==> config.mk <==
export PLATFORM = sky130hd
export DESIGN_NAME = alu_op_sequencer_flat
export DESIGN_NICKNAME = d
export VERILOG_FILES = /design/src/rtl/alu_op_sequencer_if.sv /design/src/rtl/alu_op_sequencer.sv /design/src/flat_wrapper.sv
export SDC_FILE = /design/constraint.sdc
export NUM_CORES = 1
export LEC_CHECK = 0
export ABC_AREA = 0
export CORE_UTILIZATION = 35
export DETAILED_ROUTE_END_ITERATION = 12
export HOLD_SLACK_MARGIN = 0.08
export SYNTH_ARGS = -nofsm -noshare
export SYNTH_HDL_FRONTEND = slang
export SYNTH_SLANG_ARGS = --single-unit
==> constraint.sdc <==
create_clock -name CLKb -period 1.9 [get_ports CLKb]
set_clock_uncertainty 0.05 [all_clocks]
set_input_delay 0.38 -clock CLKb [delete_from_list [all_inputs] [get_ports CLKb]]
set_output_delay 0.38 -clock CLKb [all_outputs]
set_load 0.02 [all_outputs]
==> src/rtl/alu_op_sequencer_if.sv <==
// alu_op_sequencer_if: run control, upstream op stream and ALU enable bundle
interface alu_op_sequencer_if #(parameter int OPW = 4, parameter int CW = 8);
   logic start;
   logic [CW-1:0] num_ops;
   logic hold;
   logic op_valid;
   logic [OPW-1:0] op_in;
   logic op_ready;
   logic [OPW-1:0] alu_op;
   logic enA;
   logic enALU;
   logic enC;
   logic busy;
   logic done;
   logic [CW-1:0] op_count;
   modport master (
      output start, num_ops, hold, op_valid, op_in,
      input op_ready, alu_op, enA, enALU, enC, busy, done, op_count
   );
   modport slave (
      input start, num_ops, hold, op_valid, op_in,
      output op_ready, alu_op, enA, enALU, enC, busy, done, op_count
   );
endinterface

==> src/rtl/alu_op_sequencer.sv <==
// alu_op_sequencer: stallable run controller issuing load-A / execute / store-C per opcode
module alu_op_sequencer #(
   parameter int OPW = 4,
   parameter int CW = 8
) (
   input logic CLKb,
   input logic RST,
   alu_op_sequencer_if.slave bus
);
   typedef enum logic [2:0] {IDLE, FETCH, LOAD_A, EXEC, STORE, DONE} state_t;
   state_t state, nxt;
   logic [OPW-1:0] op_q;
   logic [CW-1:0] cnt, cnt_inc, n_lat;
   assign cnt_inc = cnt + 1'b1;
   always_ff @(posedge CLKb)
      if (RST) begin
         state <= IDLE;
         op_q <= '0;
         cnt <= '0;
         n_lat <= '0;
      end else begin
         state <= nxt;
         if (state == IDLE && bus.start) begin
            n_lat <= bus.num_ops;
            cnt <= '0;
         end
         if (state == FETCH && bus.op_valid) op_q <= bus.op_in;
         if (state == STORE && !bus.hold) cnt <= cnt_inc;
      end
   always_comb begin
      nxt = state;
      unique case (state)
         IDLE:    if (bus.start) nxt = (bus.num_ops == '0) ? DONE : FETCH;
         FETCH:   if (bus.op_valid) nxt = LOAD_A;
         LOAD_A:  if (!bus.hold) nxt = EXEC;
         EXEC:    if (!bus.hold) nxt = STORE;
         STORE:   if (!bus.hold) nxt = (cnt_inc == n_lat) ? DONE : FETCH;
         DONE:    nxt = IDLE;
         default: nxt = IDLE;
      endcase
   end
   // a held phase suppresses its enable so each enable fires once per operation
   assign bus.enA = state == LOAD_A && !bus.hold;
   assign bus.enALU = state == EXEC && !bus.hold;
   assign bus.enC = state == STORE && !bus.hold;
   assign bus.op_ready = state == FETCH;
   assign bus.busy = state != IDLE;
   assign bus.done = state == DONE;
   assign bus.alu_op = op_q;
   assign bus.op_count = cnt;
endmodule

==> src/flat_wrapper.sv <==
// flat-port wrapper written by rule: the top's interface ports become plain ports
module alu_op_sequencer_flat 
#(
   parameter int OPW = 4,
   parameter int CW = 8
)
  (CLKb, RST, bus_start, bus_num_ops, bus_hold, bus_op_valid, bus_op_in, bus_op_ready, bus_alu_op, bus_enA, bus_enALU, bus_enC, bus_busy, bus_done, bus_op_count);
  alu_op_sequencer_if #(.OPW(OPW), .CW(CW)) bus_i ();
  input logic CLKb;
  input logic RST;
  input wire logic [$bits(bus_i.start)-1:0] bus_start;
  input wire logic [$bits(bus_i.num_ops)-1:0] bus_num_ops;
  input wire logic [$bits(bus_i.hold)-1:0] bus_hold;
  input wire logic [$bits(bus_i.op_valid)-1:0] bus_op_valid;
  input wire logic [$bits(bus_i.op_in)-1:0] bus_op_in;
  output wire logic [$bits(bus_i.op_ready)-1:0] bus_op_ready;
  output wire logic [$bits(bus_i.alu_op)-1:0] bus_alu_op;
  output wire logic [$bits(bus_i.enA)-1:0] bus_enA;
  output wire logic [$bits(bus_i.enALU)-1:0] bus_enALU;
  output wire logic [$bits(bus_i.enC)-1:0] bus_enC;
  output wire logic [$bits(bus_i.busy)-1:0] bus_busy;
  output wire logic [$bits(bus_i.done)-1:0] bus_done;
  output wire logic [$bits(bus_i.op_count)-1:0] bus_op_count;
  assign bus_i.start = bus_start;
  assign bus_i.num_ops = bus_num_ops;
  assign bus_i.hold = bus_hold;
  assign bus_i.op_valid = bus_op_valid;
  assign bus_i.op_in = bus_op_in;
  assign bus_op_ready = bus_i.op_ready;
  assign bus_alu_op = bus_i.alu_op;
  assign bus_enA = bus_i.enA;
  assign bus_enALU = bus_i.enALU;
  assign bus_enC = bus_i.enC;
  assign bus_busy = bus_i.busy;
  assign bus_done = bus_i.done;
  assign bus_op_count = bus_i.op_count;
  alu_op_sequencer #(.OPW(OPW), .CW(CW)) u_core (.CLKb(CLKb), .RST(RST), .bus(bus_i));
endmodule
==> impl_results.md, run 1 <==
- Syn. warnings: 0
- Global route overflow: 0
- Synth Area in Simple Gates: 0.318
- First-pass GRT wire length: 5920 µm
- Actual slew at the worst max-slew pin: 0.320 ns
- Hold worst-path end: u_core.n_lat[6]
- Die area: 0.00394 mm²
- 1st-pass router iterations: 4
- Wire length on met1: 1500 µm
- Most common cell after layout, fill and taps aside: clkdlybuf4s50_1
- # fillers: 344
- Clock root cell: clkbuf_8
- Vias in the first global route: 1374
- Post-layout nets: 233
- Hold Path Stages: 2
- Routed via count: 1351
- CP Max Fanout: 9
- Final Hold Viols: 0
- Synth Area in Compound Gates: 0.168
- Hold path start: u_core.n_lat[6]
- CP top delay family: buffers and inverters
- WS Path Type: register to primary output
- Largest family of logic cells by synthesized area: simple AND/OR/NAND/NOR gates
- Ports: 35
- Area of the multi-input gates: 783 µm²
- Final setup viols: 0
- Peak VDD IR: 0.662 mV
- Layout cell share with drive strength beyond 1: 0.182
- Switching fraction of total power: 0.346
- Largest net degree at the start of global routing: 24
- Top sig layer: met4
- Syn Area/Cell: 7.74 µm²
- Post-DRT Antenna Nets: 0
- Synth Net Count: 185
- CP cell instances: clkdlybuf4s50_1
- Max_slew headroom: 0.785
- RSZ-0062 raised after global routing: no
- R2R depth: 7
- FF/Latch Area: 468 µm²
- Initial antenna violation count: 0
- Critical Path RT: 1.47 ns
- Initial core utilization: 0.375
- FF-to-FF End: u_core.state[2]
- Clock transition at the registers of the reported paths: 0.08 ns
- Internal power: 0.967 mW
- Tightest Hold Check Type: register to register
- Tcrit/Tclk final: 0.963
- Detailed Route WL: 3360 µm
- Worst-Skew Late Latency: 0.27 ns
- Seq cells post-synth: 23
- Postcts setup bufs: 0
- Comb pwr share: 0.400
- CP endpoint kind: primary output
- Area growth syn-to-layout: 40.9%
- Met3 WL: 116 µm
- Post-DR wirelength/cell: 12.9 µm
- Max Clk Rate: 547 MHz
- Synthesized area: 0.00129 mm²
- # diodes: 0
- GPL Wtd Cong: 0.846
- DIE HEIGHT: 62.8 µm
- Switching Power: 0.512 mW
- Final WS setup: 0.0711 ns
- Status: complete, no violations
- Commonest non-fill, non-tap cells in the layout: clkdlybuf4s50_1 (28), nand2_1 (24), nor2_1 (19), a21oi_1 (19)
- Critical-path top delay cell: clkdlybuf4s50_1
- Mapped Cells: 167
- CP Depth: 1
- Finished Core Util: 0.529
- Crit-path max cell delay: 0.65 ns
- Post-synth cell types: 38
- Clock Sinks: 23
- Startpoint Class: register
- Crit path buf inv count: 1
- First DRT Iteration DRCs: 169
- Slew Viols, Final: 0
- Die extent in x: 62.8 µm
- Post-Place Setup Slack: -0.297 ns
- Vias per cell: 5.20
- XOR/XNOR Fraction of Synth Area: 0.0474
- Pleak: 0.700 nW
- Post-synthesis mux area share: 0.0465
- Dpl hpwl: 2570 µm
- Clk network pwr share: 0.209
- Clk buf depth: 2
- Row count: 21
- Arr. time, crit path: 1.40 ns
- CTS tree: built
- Reg2Reg Setup Slack: 0.11 ns
- Core Footprint: 0.00344 mm²
- Reg2reg start: u_core.bus.op_count[1]
- GRT Util Overall: 0.188
- Htree depth: 1
- # DRC: 0
- Met2 WL: 1690 µm
- Part of the power in registers: 0.391
- Max cap viols: 0
- Buffers added on ports: 34
- Power Dens Cells: 812 mW/mm²
- CTS buffer count: 3
- Area share of fa/ha/maj cells after synthesis: 0.0174
- Final Critical Period: 1.83 ns
- Sequential share of the synthesized area: 0.356
-- through the flow --
stage	instances	hold WS (ns)	power [mW]	setup TNS [ns]	area, µm²
3_5_place_dp	256	0.415	1.20	-1.16	1770
3_3_place_gp	256	0.417	1.19	-0.972	1770
6_report	260	0.423	1.48	0	1820
2_1_floorplan	167	0.392	0.956	0	1290
4_1_cts	260	0.427	1.49	0	1820
5_1_grt	260	0.444	1.58	0	1820
-- worst max-delay path by stage --
stage,start,end
global route,u_core.bus.op_count[0],u_core.state[2]
CTS,bus_hold,bus_enA
finish,u_core.bus.op_count[5],bus_op_count[5]
global placement,bus_hold,bus_enC
floorplan,u_core.bus.op_count[0],u_core.state[2]
detailed placement,bus_hold,bus_enA
-- sequential cells by signal (all words and copies together) (netlist names) --
register	cells
u_core.bus.op_count	8
u_core.bus.alu_op	4
u_core.n_lat	8
u_core.state	3
-- synth_stat cells --
library cell / instances / area [µm²]
inv_2: 1 / 3.75
o311ai_1: 1 / 8.76
o21ai_0: 10 / 50.1
a221o_1: 1 / 10.0
nor3_1: 2 / 10.0
buf_2: 2 / 10.0
clkbuf_1: 4 / 15.0
nand3_1: 4 / 20.0
nor2_2: 2 / 12.5
o311ai_0: 1 / 8.76
a31oi_1: 1 / 6.26
a311oi_1: 1 / 8.76
ha_1: 1 / 12.5
mux2i_1: 6 / 60.1
nor2b_1: 1 / 6.26
xnor2_1: 4 / 35.0
or2_1: 1 / 6.26
a21oi_1: 19 / 95.1
and4_4: 1 / 11.3
nand3b_1: 2 / 15.0
or2_2: 2 / 12.5
nand4b_1: 3 / 26.3
nor2_1: 20 / 75.1
a211oi_1: 1 / 7.51
maj3_1: 1 / 10.0
nand2_1: 24 / 90.1
inv_1: 2 / 7.51
and2_1: 6 / 37.5
and2b_1: 2 / 15.0
nand4bb_1: 1 / 11.3
a22oi_1: 1 / 7.51
dfxtp_1: 23 / 460
nor4_1: 4 / 25.0
xor2_1: 3 / 26.3
nand2b_1: 3 / 18.8
or3_1: 3 / 18.8
buf_6: 2 / 22.5
a221oi_2: 1 / 15.0
-- layer usage --
layer	track usage	up-vias
li1	-	677
met1	0.225	626
met2	0.327	41
met3	0.0401	7
met4	0.0698	0
met5	0	-
-- cells by family (layout without fill, tap and decap cells) --
| family | count (synthesis) | after routing |
|---|---|---|
| muxes | 6 | 6 |
| adders and majority gates | 2 | 2 |
| and+or+nand+nor | 81 | 81 |
| AOI/OAI and AO/OA | 37 | 37 |
| buffers and inverters | 11 | 58 |
| DFF | 23 | 23 |
| xor gates and xnor gates | 7 | 7 |
-- what timing repair did --
action                                  CTS  global route
pin swaps                                 0             2
gates resized for setup                   9            10
endpoints found under the setup margin    6             7
hold buffers                              0             0
-- power by group through the flow --
stage	registers (mW)	logic [mW]	clock network (mW)
finish	0.578	0.591	0.309
global route	0.588	0.648	0.343
CTS	0.579	0.594	0.320
detailed placement	0.590	0.606	0
global placement	0.587	0.600	0
floorplan	0.596	0.360	0
-- final cells by class --
type | instances | share of cell area
clock buffers | 3 | 0.0227
clock inverters | 1 | 0.00275
inverters | 3 | 0.00619
multi-input cells | 133 | 0.430
flip-flops and latches | 23 | 0.257
well taps | 46 | 0.0316
repair buffers | 51 | 0.249
No activity file was read; power rests on OpenSTA's default activity.
==> run 2: changes to the inputs <==
CTS_BUF_LIST = sky130_fd_sc_hd__clkbuf_16   (was default)
==> impl_results.md, run 2 (same netlist as run 1, synthesis figures left out) <==
- Htree depth: 1 (unchanged)
- Clk buf depth: 2 (unchanged)
- Dpl hpwl: 2570 µm (unchanged)
- Row count: 21 (unchanged)
- Buffers added on ports: 34 (unchanged)
- Crit-path max cell delay: 0.66 ns (about the same)
- Worst-Skew Late Latency: 0.25 ns (-0.02 ns)
- DIE HEIGHT: 62.8 µm (unchanged)
- Routed via count: 1343 (-0.59%)
- Clock transition at the registers of the reported paths: 0.06 ns (-0.02 ns)
- Max Clk Rate: 543 MHz (-0.69%)
- Status: complete, no violations
- Core Footprint: 0.00344 mm² (unchanged)
- First DRT Iteration DRCs: 130 (-23%)
- Hold Path Stages: 2 (unchanged)
- Die extent in x: 62.8 µm (unchanged)
- Pleak: 0.715 nW (+2.1%)
- Hold slack final: 0.425 ns (+0.00199 ns)
- Post-layout nets: 233 (unchanged)
- Met3 usage: 0.0347 (-0.00547)
- 1st-pass router iterations: 4 (unchanged)
- Final Critical Period: 1.84 ns (+0.0127 ns)
- Startpoint Class: register
- CP top delay family: buffers and inverters
- Detailed Route WL: 3440 µm (+2.4%)
- Final Hold Viols: 0 (unchanged)
- Postcts setup bufs: 0 (unchanged)
- Vias in the first global route: 1374 (unchanged)
- Commonest non-fill, non-tap cells in the layout: clkdlybuf4s50_1 (28), nand2_1 (24), nor2_1 (19), a21oi_1 (19), dfxtp_1 (18)
- Slew Viols, Final: 0 (unchanged)
- Post-route design area: 0.00187 mm² (+2.7%)
- Most common cell after layout, fill and taps aside: clkdlybuf4s50_1
- R2R depth: 7 (unchanged)
- Die area: 0.00394 mm² (unchanged)
- Largest net degree at the start of global routing: 24 (unchanged)
- Initial antenna violation count: 0 (unchanged)
- # DRC: 0 (unchanged)
- Initial core utilization: 0.375 (unchanged)
- # fillers: 336 (-2.3%)
- Ports: 35 (unchanged)
- Met1 usage: 0.229 (+0.00473)
- Max cap viols: 0 (unchanged)
- # diodes: 0 (unchanged)
- Busiest grt layer: met2
- CP cell instances: clkdlybuf4s50_1
- Critical Path RT: 1.47 ns (about the same)
- CP endpoint kind: primary output
- Peak VDD IR: 0.721 mV (+9.0%)
- Critical-path top delay cell: clkdlybuf4s50_1
- Post-DRT Antenna Nets: 0 (unchanged)
- Final setup viols: 0 (unchanged)
- Max_slew headroom: 0.784 (about the same)
- Area growth syn-to-layout: 44.7%
- CTS buffer count: 3 (unchanged)
- CP Max Fanout: 9 (unchanged)
- CP Depth: 1 (unchanged)
- CTS tree: built
- Tightest Hold Check Type: register to register
- Vias per cell: 5.17 (-0.59%)
- Tcrit/Tclk final: 0.969 (+0.00668)
- Post-DR wirelength/cell: 13.2 µm (+2.4%)
- Clock root cell: clkbuf_16
- GRT Util Overall: 0.190 (+0.00239)
- Crit path buf inv count: 1 (unchanged)
- Hold Buf Count CTS: 0 (unchanged)
- GPL Wtd Cong: 0.846 (unchanged)
- Power Dens Cells: 874 mW/mm² (+7.6%)
- WS Path Type: register to primary output
- First-pass GRT wire length: 6040 µm (+2.0%)
- Actual slew at the worst max-slew pin: 0.321 ns (+0.000482 ns)
- DP Area: 0.00177 mm² (unchanged)
- Arr. time, crit path: 1.41 ns (about the same)
- Met2 Usage GRT: 0.344 (+0.0163)
- Global route overflow: 0 (unchanged)
- Clock Sinks: 23 (unchanged)
- Layout cell share with drive strength beyond 1: 0.187 (+0.00467)
run 2: cell type report:
type	count	area, µm²	area share
tap	46	57.6	0.0308
clock buffer	3	75.1	0.0401
sequential	23	467	0.249
timing repair buffer	51	454	0.243
multi-input combinational	133	801	0.428
clock inverter	1	5.00	0.00268
inverter	3	11.3	0.00602
run 2: repair_timing:
item                       4_1_cts  5_1_grt
gates cloned                     0        0
pin swaps                        0        1
setup endpoints to repair        6        5
resized for setup                9       12
run 2: worst paths after layout:
check / from / to / slack (ns)
max reg2reg: u_core.bus.op_count[1] / u_core.state[2] / 0.09
max: u_core.bus.op_count[6] / bus_op_count[6] / 0.06
min: u_core.n_lat[4] / u_core.n_lat[4] / 0.43
min reg2reg: u_core.n_lat[4] / u_core.n_lat[4] / 0.43
run 2: per-layer routing:
layer,wire (µm),part of all wire,vias up
met5,0,0,-
met4,40,0.012,0
met3,117,0.034,4
met2,1750,0.51,30
met1,1530,0.44,630
li1,-,-,679
run 2: where the power goes:
group          internal (mW)  total, mW  switching (mW)
registers              0.538      0.581          0.0430
logic                  0.284      0.594           0.310
clock network          0.283      0.459           0.176
total                   1.11       1.63           0.529
run 2: stage by stage:
step	worst slack, ns	TNS [ns]	cells	utilization	total power, mW
global placement	-0.286	-0.972	256	0.515	1.19
finish	0.0584	0	260	0.543	1.63
CTS	0.00199	0	260	0.538	1.64
detailed placement	-0.297	-1.16	256	0.515	1.20
floorplan	0.0705	0	167	-	0.956
global route	-0.00233	-0.00233	260	0.543	1.73
==> run 3: changes to the inputs <==
CORE_MARGIN = 5   (was default)
==> impl_results.md, run 3 (same netlist as run 1, synthesis figures left out) <==
- # DRC: 0 (unchanged)
- Htree depth: 1 (unchanged)
- Global route overflow: 0 (unchanged)
- Part of the power in registers: 0.359 (+0.003)
- Buffers added on ports: 34 (unchanged)
- CP endpoint kind: primary output
- Hold Buf Count CTS: 0 (unchanged)
- CP Max Fanout: 4 (-5)
- First DRT Iteration DRCs: 50 (-62%)
- Routed via count: 1317 (-1.9%)
- Max cap viols: 0 (unchanged)
- Detailed Route WL: 3430 µm (-0.20%)
- Slew Viols, Final: 0 (unchanged)
- Area growth syn-to-layout: 43.8%
- Die extent in x: 70.8 µm (+13%)
- GPL Wtd Cong: 0.807 (-4.5%)
- Design Power: 1.61 mW (-1.6%)
- Clk buf depth: 2 (unchanged)
- Tcrit/Tclk final: 0.975 (+0.00564)
- Row count: 22 (+4.8%)
- Final setup viols: 0 (unchanged)
- Post-layout nets: 233 (unchanged)
- Ports: 35 (unchanged)
- Die area: 0.00501 mm² (+27%)
- Actual slew at the worst max-slew pin: 0.302 ns (-0.0187 ns)
- Final Critical Period: 1.85 ns (+0.0107 ns)
- RSZ-0062 raised after global routing: no
- Most common cell after layout, fill and taps aside: clkdlybuf4s50_1
- Switching Power: 0.515 mW (-2.7%)
- Pleak: 0.713 nW (-0.22%)
- Clock root cell: clkbuf_16
- Post-DR wirelength/cell: 13.1 µm (-0.97%)
- Arr. time, crit path: 1.42 ns (about the same)
- Final Hold Viols: 0 (unchanged)
- Layout cell share with drive strength beyond 1: 0.178 (-0.00935)
- Switching fraction of total power: 0.320 (-0.00344)
- Postcts setup bufs: 0 (unchanged)
- Clk network pwr share: 0.279 (-0.002)
- Clock transition at the registers of the reported paths: 0.06 ns (about the same)
- Finished Core Util: 0.515 (-0.0282)
- Tightest Hold Check Type: register to register
- WS Path Type: primary input to primary output
- Power Dens Cells: 865 mW/mm² (-0.95%)
- DP Cell Count: 258 (+0.78%)
- Vias per cell: 5.03 (-2.7%)
- Internal power: 1.09 mW (-1.1%)
- CTS buffer count: 3 (unchanged)
- Max Clk Rate: 540 MHz (-0.58%)
- GRT Util Overall: 0.147 (-0.0436)
- CTS tree: built
- Worst-Skew Late Latency: 0.25 ns (about the same)
- # fillers: 353 (+5.1%)
- Commonest non-fill, non-tap cells in the layout: clkdlybuf4s50_1 (28), nand2_1 (24), nor2_1 (19), a21oi_1 (19), dfxtp_1 (19)
- # diodes: 0 (unchanged)
- Setup tns final: 0 ns (unchanged)
- First-pass GRT wire length: 5940 µm (-1.6%)
- Status: complete, no violations
- Startpoint Class: primary input
- Peak VDD IR: 0.632 mV (-12%)
- Max_slew headroom: 0.797 (+0.0123)
- Initial antenna violation count: 0 (unchanged)
- Vias in the first global route: 1308 (-4.8%)
- Largest net degree at the start of global routing: 15 (-38%)
- Critical Path RT: 1.47 ns (about the same)
- DIE HEIGHT: 70.8 µm (+13%)
- Comb pwr share: 0.362 (about the same)
- 1st-pass router iterations: 4 (unchanged)
- Post-DRT Antenna Nets: 0 (unchanged)
- Dpl hpwl: 2710 µm (+5.5%)
- Clock Sinks: 23 (unchanged)
- Hold slack final: 0.422 ns (-0.00298 ns)
- Initial core utilization: 0.358 (-0.0171)
- Core Footprint: 0.00361 mm² (+4.8%)
- Fin cells: 262 (+0.77%)
==> run 3: cell count changes in the layout (fill, tap and decap cells not counted), sizes merged <==
| cell | change |
|---|---|
| buf | +1 |
| clkbuf | -1 |
==> run 3: final timing paths <==
kind | slack (ns) | cells past startpoint | endpoint | start
max | 0.05 | 4 | bus_enC | bus_hold
min reg2reg | 0.42 | 2 | u_core.n_lat[1] | u_core.n_lat[1]
min | 0.42 | 2 | u_core.n_lat[1] | u_core.n_lat[1]
max reg2reg | 0.10 | 6 | u_core.state[2] | u_core.bus.op_count[5]
==> run 3: metal layers <==
| metal | wire length [µm] | global-route usage |
|---|---|---|
| met1 | 1470 | 0.172 |
| met2 | 1800 | 0.265 |
| met3 | 122 | 0.0298 |
| met4 | 40 | 0.0501 |
| met5 | 0 | 0 |
==> run 3: layout make-up <==
class / count / area (µm²) / share of cell area
clock inverters: 1 / 5.00 / 0.00269
flip-flops and latches: 23 / 468 / 0.252
repair buffers: 51 / 455 / 0.245
well taps: 48 / 60.1 / 0.0323
inverters: 3 / 11.3 / 0.00606
clock buffers: 3 / 75.1 / 0.0404
multi-input cells: 133 / 783 / 0.422
==> run 3: critical path, cell delays in order <==
cell             delay [ns]
clkdlybuf4s50_1        0.46
or2_1                  0.27
inv_2                  0.07
clkdlybuf4s15_2        0.25
==> run 3: stage by stage <==
stage          instance area, µm²  setup WS, ns
3_5_place_dp                 1780        -0.362
5_1_grt                      1860     0.0000581
4_1_cts                      1850        0.0152
6_report                     1860        0.0477
3_3_place_gp                 1780        -0.315
2_1_floorplan                1290        0.0705
==> run 3: timing repair <==
item	CTS	global route
endpoints found under the setup margin	6	4
pin swaps	0	3
resized for setup	13	7
cloned	0	0
==> run 3: power groups by stage <==
stage | Clock [mW] | Sequential [mW] | Combinational (mW)
floorplan | 0 | 0.596 | 0.360
global placement | 0 | 0.587 | 0.597
detailed placement | 0 | 0.590 | 0.606
CTS | 0.468 | 0.579 | 0.587
global route | 0.497 | 0.587 | 0.642
finish | 0.448 | 0.577 | 0.582
